File: config.mk
export PLATFORM = sky130hd
export DESIGN_NAME = multiplier_4bit
export DESIGN_NICKNAME = d
export VERILOG_FILES = /design/src/rtl/mult_pkg.sv /design/src/rtl/multiplier_4bit_full_adder.sv /design/src/rtl/multiplier_4bit.sv
export SDC_FILE = /design/constraint.sdc
export NUM_CORES = 1
export LEC_CHECK = 0
export CORE_AREA = 2 2 44 46
export DETAILED_ROUTE_END_ITERATION = 8
export DIE_AREA = 0 0 46 48
export REMOVE_ABC_BUFFERS = 1
export SYNTH_ARGS = -nofsm -noshare
export SYNTH_HDL_FRONTEND = slang
export SYNTH_SLANG_ARGS = --single-unit
export TNS_END_PERCENT = 30
File: constraint.sdc
create_clock -name clk -period 4.65 [get_ports clk]
set_clock_uncertainty 0.1 [all_clocks]
set_input_delay 0.465 -clock clk [delete_from_list [all_inputs] [get_ports clk]]
set_output_delay 0.465 -clock clk [all_outputs]
set_load 0.05 [all_outputs]
File: src/rtl/mult_pkg.sv
// Shared constants for the 4x4 unsigned array multiplier.
// MULT4_PIPE_EN selects the two-stage build, whose latency is 2 cycles instead of 1.
package mult_pkg;

  localparam int MULT4_WIDTH  = 4;
  localparam int MULT4_PROD_W = 8;

`ifdef MULT4_PIPE_EN
  localparam int MULT4_LAT = 2;
`else
  localparam int MULT4_LAT = 1;
`endif

endpackage

File: src/rtl/multiplier_4bit_full_adder.sv
// One-bit full adder cell used throughout the multiplier array.
module full_adder (
  input  logic x,
  input  logic y,
  input  logic cin,
  output logic s,
  output logic cout
);

  assign s    = x ^ y ^ cin;
  assign cout = (x & y) | (cin & (x ^ y));

endmodule

File: src/rtl/multiplier_4bit.sv
// Unsigned 4x4 array multiplier with a registered 8-bit product and valid.
// The MULT4_PIPE_EN macro adds a register stage after row 1, giving 2-cycle latency.
module multiplier_4bit
  import mult_pkg::*;
#(
  parameter int WIDTH = MULT4_WIDTH
) (
  input  logic                 clk,
  input  logic                 rst,
  input  logic                 in_valid,
  input  logic [WIDTH-1:0]     a,
  input  logic [WIDTH-1:0]     b,
  output logic [2*WIDTH-1:0]   M,
  output logic                 out_valid
);

  logic [3:0] pp0_s, pp1_s, pp2_s, pp3_s;
  logic [3:0] r1_y_s;
  logic [3:0] r1_s_s, r2_s_s, r3_s_s;
  logic [4:1] r1_c_s, r2_c_s, r3_c_s;
  logic [3:0] acc1_s, acc2_s;
  logic [1:0] lo1_s;

  logic [3:0] acc_src_s;
  logic [1:0] lo_src_s;
  logic [3:0] a_src_s;
  logic [1:0] bhi_src_s;
  logic       valid_src_s;

  logic [7:0] prod_s;
  logic [7:0] m_d, m_q;
  logic       out_valid_d, out_valid_q;

  assign pp0_s  = a & {4{b[0]}};
  assign pp1_s  = a & {4{b[1]}};
  assign r1_y_s = {1'b0, pp0_s[3:1]};

  // Each row adds the next partial product to the upper bits of the running sum.
  for (genvar j = 0; j < 4; j++) begin : g_row1
    if (j == 0) begin : g_first
      full_adder u_fa (.x(pp1_s[j]), .y(r1_y_s[j]), .cin(1'b0),
                       .s(r1_s_s[j]), .cout(r1_c_s[j+1]));
    end else begin : g_rest
      full_adder u_fa (.x(pp1_s[j]), .y(r1_y_s[j]), .cin(r1_c_s[j]),
                       .s(r1_s_s[j]), .cout(r1_c_s[j+1]));
    end
  end

  assign acc1_s = {r1_c_s[4], r1_s_s[3:1]};
  assign lo1_s  = {r1_s_s[0], pp0_s[0]};

`ifdef MULT4_PIPE_EN
  logic [3:0] st_acc_d, st_acc_q;
  logic [1:0] st_lo_d,  st_lo_q;
  logic [3:0] st_a_d,   st_a_q;
  logic [1:0] st_bhi_d, st_bhi_q;
  logic       st_valid_d, st_valid_q;

  // Mid-array stage: row-1 sum, settled low bits, multiplicand and b[3:2].
  always_comb begin
    st_acc_d   = acc1_s;
    st_lo_d    = lo1_s;
    st_a_d     = a;
    st_bhi_d   = b[3:2];
    st_valid_d = in_valid;
  end

  // Mid-array stage register, cleared by reset.
  always_ff @(posedge clk) begin
    if (rst) begin
      st_acc_q   <= 4'h0;
      st_lo_q    <= 2'b00;
      st_a_q     <= 4'h0;
      st_bhi_q   <= 2'b00;
      st_valid_q <= 1'b0;
    end else begin
      st_acc_q   <= st_acc_d;
      st_lo_q    <= st_lo_d;
      st_a_q     <= st_a_d;
      st_bhi_q   <= st_bhi_d;
      st_valid_q <= st_valid_d;
    end
  end

  assign acc_src_s   = st_acc_q;
  assign lo_src_s    = st_lo_q;
  assign a_src_s     = st_a_q;
  assign bhi_src_s   = st_bhi_q;
  assign valid_src_s = st_valid_q;
`else
  assign acc_src_s   = acc1_s;
  assign lo_src_s    = lo1_s;
  assign a_src_s     = a;
  assign bhi_src_s   = b[3:2];
  assign valid_src_s = in_valid;
`endif

  assign pp2_s = a_src_s & {4{bhi_src_s[0]}};
  assign pp3_s = a_src_s & {4{bhi_src_s[1]}};

  for (genvar j = 0; j < 4; j++) begin : g_row2
    if (j == 0) begin : g_first
      full_adder u_fa (.x(pp2_s[j]), .y(acc_src_s[j]), .cin(1'b0),
                       .s(r2_s_s[j]), .cout(r2_c_s[j+1]));
    end else begin : g_rest
      full_adder u_fa (.x(pp2_s[j]), .y(acc_src_s[j]), .cin(r2_c_s[j]),
                       .s(r2_s_s[j]), .cout(r2_c_s[j+1]));
    end
  end

  assign acc2_s = {r2_c_s[4], r2_s_s[3:1]};

  // The last row is the ripple-carry adder that yields the upper product bits.
  for (genvar j = 0; j < 4; j++) begin : g_row3
    if (j == 0) begin : g_first
      full_adder u_fa (.x(pp3_s[j]), .y(acc2_s[j]), .cin(1'b0),
                       .s(r3_s_s[j]), .cout(r3_c_s[j+1]));
    end else begin : g_rest
      full_adder u_fa (.x(pp3_s[j]), .y(acc2_s[j]), .cin(r3_c_s[j]),
                       .s(r3_s_s[j]), .cout(r3_c_s[j+1]));
    end
  end

  assign prod_s = {r3_c_s[4], r3_s_s, r2_s_s[0], lo_src_s};

  // Next-state values of the output register.
  always_comb begin
    m_d         = prod_s;
    out_valid_d = valid_src_s;
  end

  // Output register; reset takes priority over all other inputs.
  always_ff @(posedge clk) begin
    if (rst) begin
      m_q         <= 8'h00;
      out_valid_q <= 1'b0;
    end else begin
      m_q         <= m_d;
      out_valid_q <= out_valid_d;
    end
  end

  assign M         = m_q;
  assign out_valid = out_valid_q;

endmodule

After elaboration in Yosys (flattened, before gate mapping) --
Index checks and enable logic that the tools add are counted. Widths: inputs -> output; s select.
Storage, ports and cells: register bits after elaboration 9, bits in latches 0, bits in writable memories 0, memory bits (read-only) 0, output and inout bits 9, memories 0
Operators by class: $add $sub $neg 0, $mul 0, divide/modulo/power cells 0, $lt $le $gt $ge 0, equality and inequality tests 0, shifts and indexed selects 0, muxes and demuxes 0, bitwise logic cells 52, reduce and logical (&&, ||, !) cells 0
Operator list (count):
- $and 1x1->1 | 20
- $xor 1x1->1 | 20
- $and 4x4->4 | 4
- $or 1x1->1 | 8

Longest topological paths before layout --
depth after elaboration 16, gate-level depth with buffers 16, mapped depth without buffers 16

By module --
A second synthesis with hierarchy kept.
Second synthesis, totals: cells, all modules 46, area total of the unflattened synthesis 598.1 um^2
By module, submodules not included:
- multiplier_4bit | instances 1, cells an instance 34, area each 357.8 um^2, sequential area each 180.2 um^2
- full_adder | instances 12, cells an instance 1, area each 20.0 um^2, sequential area each 0.0 um^2

Worst setup path after synthesis --
No wires, ideal clock.
path kind input -> register, start input a[0], end register m_q[6], in the netlist M[6], library setup time 116 ps, data arrival time 3727 ps, data required time 4434 ps, path slack 707 ps, stages 14, path buffers 0, cells stage by stage and2_1 ha_1 inv_1 fa_1 fa_1 fa_1 fa_1 inv_1 fa_1 inv_1 fa_1 inv_1 fa_1 and2b_2
On the way: cells in the longest elaborated chain, start to end 15, elaborated cells on any way between the ends 39, classes of those cells 39 x bitwise
Ends and longest elaborated chain:
- from (decl) | line multiplier_4bit.sv:11 | input logic [WIDTH-1:0] a,
- $and 4x4->4 | line multiplier_4bit.sv:35 | assign pp1_s = a & {4{b[1]}};
- $and 1x1->1 (2 in series) | line multiplier_4bit_full_adder.sv:11 | assign cout = (x & y) | (cin & (x ^ y));
- $or 1x1->1 | line multiplier_4bit_full_adder.sv:11
- $and 1x1->1 or $xor 1x1->1 (tied branches) | line multiplier_4bit_full_adder.sv:11, multiplier_4bit_full_adder.sv:10
- $or 1x1->1 or $xor 1x1->1 (tied branches) | line multiplier_4bit_full_adder.sv:11, multiplier_4bit_full_adder.sv:10
- $xor 1x1->1 or $and 1x1->1 (tied branches) | line multiplier_4bit_full_adder.sv:10, multiplier_4bit_full_adder.sv:11
- $xor 1x1->1 or $or 1x1->1 (tied branches) | line multiplier_4bit_full_adder.sv:10, multiplier_4bit_full_adder.sv:11
- $xor 1x1->1 or $and 1x1->1 (tied branches) | line multiplier_4bit_full_adder.sv:10, multiplier_4bit_full_adder.sv:11
- $xor 1x1->1 or $or 1x1->1 (tied branches) | line multiplier_4bit_full_adder.sv:11
- $and 1x1->1 or $xor 1x1->1 (tied branches) | line multiplier_4bit_full_adder.sv:11, multiplier_4bit_full_adder.sv:10
- $or 1x1->1 or $xor 1x1->1 (tied branches) | line multiplier_4bit_full_adder.sv:11
- $and 1x1->1 | line multiplier_4bit_full_adder.sv:11
- $or 1x1->1 | line multiplier_4bit_full_adder.sv:11
- $xor 1x1->1 * | line multiplier_4bit_full_adder.sv:10 | assign s = x ^ y ^ cin;
- via g_row3[3].g_rest.u_fa.s | line multiplier_4bit_full_adder.sv:6 | output logic s,
- to (signal assigned) | line multiplier_4bit.sv:138 | m_q <= m_d;
- to (decl) | line multiplier_4bit.sv:31 | logic [7:0] m_d, m_q;
Mark *: on every way through the listed nets, which the timed path passes. The rest lies on a longest branch. A chain may end at the register's enable or synchronous reset.

Worst setup path after layout --
Same ends and word-level chain as after synthesis.

==> key figures <==
Setup path
  – Crit path from: a[0]
  – Data required, critical path: approximately 4.7 ns
  – CP max stage delay: just under 0.5 ns
  – Maximum fanout along the worst path: 2
  – Startpoint Class: input port
  – Worst setup endpoint: M[6]
  – Slowest cell on the critical path: fa_1
  – Setup CP Type: in2reg
  – Critical path, cell by cell: clkdlybuf4s50_1, and2_1, ha_1, inv_1, fa_1, fa_1, fa_1, fa_1, inv_1, fa_1, inv_1, fa_1, inv_1, fa_1, and2b_2
  – Crit path DAT: 4.31 ns
  – CP endpoint kind: flip-flop
  – Cell repeated most along the worst path: fa_1

Drt
  – WL final: around 900 µm
  – DRC errors left: 0
  – Drt pass-1 iters: 2
  – Routed Antenna Nets: 0
  – Average wire per standard cell: between 8 and 9 µm
  – Post-DR vias/cell: 4.23
  – DRT iter0 DRCs: 4
  – Vias: ~420

Finish
  – FF+latch area: approximately 180 µm²
  – Final antenna diode count: 0
  – Share of cells above drive strength 1: a little under a fifth
  – Most common cell after layout, fill and taps aside: clkdlybuf4s50_1
  – Fill cells: approximately 170
  – Cell area after layout: around 850 µm²
  – Area of the multi-input gates: 362 µm²
  – Most frequent cells in the layout: 19 x clkdlybuf4s50_1, 11 x inv_1, 9 x dfxtp_1
  – Layout area overhead: 45.9%
  – Layout Nets: 107

Yosys
  – Seq/Total Area, Yosys: 30.9%
  – Synth Area in XOR/XNOR: 0%
  – Yosys warns: 0
  – Mean Syn Cell Area: around 10 µm²
  – Post-synthesis simple-gate area fraction: 26.0%
  – Post-synthesis mux area share: 0%
  – Syn Std Cell Area: 583 µm²
  – Yosys reg bits: 9
  – Largest family of logic cells by synthesized area: adder cells
  – Unique masters post-synth: 9
  – Post-synthesis instance total: 56
  – Synth Area in Compound Gates: 0%
  – Adder-Cell Fraction of Synth Area: between 30% and 40%

Global route
  – Vias in the first global route: approximately 390
  – Tot GR Track Use: under 10%
  – Global-route wire length before repair: approximately 1.5 mm
  – Grt ovf: 0
  – Pin count of the biggest net entering global routing: 10
  – Initial antenna violation count: 0

STA
  – Worst slew pin tran: slightly below 0.5 ns
  – Final setup fails: 0
  – RSZ-0062 raised after global routing: no
  – Worst rel slew slack: 67.1%
  – Fin crit share: about nine tenths
  – Fmax: 235 MHz
  – WHS: ~0.71 ns
  – Final min period: ~4.3 ns
  – TNS Setup: 0 ns
  – Final slew viol count: 0
  – Final Hold Fails: 0

Power and ir drop
  – Sw frac: between 30 and 40%
  – Max VDD drop: around 0.12 mV
  – P_sw: between 80 and 90 µW
  – Leak pwr: roughly 0.41 nW
  – Sequential Power Share: between 30% and 40%
  – Logic pwr share: 40.4%
  – Power Density: 286 nW/µm²
  – Int Pwr: between 150 and 200 µW
  – Clock power frac: about a quarter
  – Total power: 244 µW

Floorplanning
  – Die width: ~46 µm
  – Row count: 15
  – Die height: approximately 48 µm
  – Initial core utilization: about a third
  – Full die area: roughly 2200 µm²
  – Io pins: 20
  – CORE AREA: 1690 µm²

Placed design
  – Hpwl dp: 817 µm
  – Placed cell area: slightly above 800 µm²
  – IO Port Bufs: 19
  – Gpl congestion: between 0.7 and 0.8

CTS
  – Root Driver: clkbuf_4
  – Clock-pin slew on the worst setup and hold paths: 0.06 ns
  – H-tree depth: 1
  – Post-CTS resize count: 0
  – Num Clock Sinks: 9
  – Deepest clock path buffer count: 2
  – Num CTS Buffers: 3
  – CTS tree: yes
  – Hold_buf cts: 0
  – Total setup buffers inserted after CTS: 0

Min path
  – Hold path depth: 2
  – HP Class: in2reg

Run status
  – Status: finished, final reports clean

Run
  – Max_cap viols: 0
-- cells by family after synthesis --
logic type,after synthesis
DFF,9
buffers and inverters,11
and+or+nand+nor,24
adders and majority gates,12
-- routing by layer --
layer | vias to the layer above | wire length [µm] | GRT usage, %
li1 | 216 | - | -
met5 | - | 0 | 0
met4 | 0 | 13 | 10.3
met3 | 2 | 51 | 1.13
met2 | 12 | 460 | 16.9
met1 | 193 | 372 | 10.1
-- cell usage after synthesis --
cell type / instances / area (µm²)
dfxtp_1: 9 / 180
nor2_1: 1 / 3.75
ha_1: 4 / 50.1
and2b_2: 7 / 61.3
inv_1: 11 / 41.3
and2_1: 8 / 50.1
and3b_2: 1 / 10.0
fa_1: 8 / 160
nand2_1: 7 / 26.3
-- critical path, delay by kind of cell --
family	cells	cell delay [ns]
adders and majority gates	8	2.82
buffers and inverters	5	0.68
and+or+nand+nor	2	0.32
-- metrics by stage --
step	worst slack (ns)	utilization, %	std cells
detailed placement	0.0871	48.8	96
finish	0.389	50.4	100
CTS	0.367	50.4	100
global placement	0.121	48.8	96
global route	0.208	50.4	100
floorplan	0.707	-	56
-- power by group through the flow --
stage               clock network (mW)  registers [mW]  logic (mW)
floorplan                            0           0.122      0.0302
global placement                     0          0.0897      0.0984
detailed placement                   0          0.0896       0.100
CTS                             0.0602          0.0879       0.101
global route                    0.0639          0.0887       0.109
finish                          0.0572          0.0878      0.0985
-- how the worst min path moves through the flow --
stage             start         to  slack [ns]
2_1_floorplan       rst       M[5]        0.43
4_1_cts        in_valid  out_valid        0.70
5_1_grt        in_valid  out_valid        0.71
3_3_place_gp   in_valid  out_valid        0.98
3_5_place_dp   in_valid  out_valid        0.97
6_report       in_valid  out_valid        0.71
-- flip-flops by register name (all words and copies together), names as in the netlist --
register and flops:
out_valid 1, M 8
-- area by class of cell --
class,instances,area share [%]
inverters,11,4.85
clock buffers,4,3.09
multi-input cells,36,42.5
well taps,17,2.50
repair buffers,23,25.9
flip-flops and latches,9,21.2
Note: power is estimated with default switching activity, not from simulation.
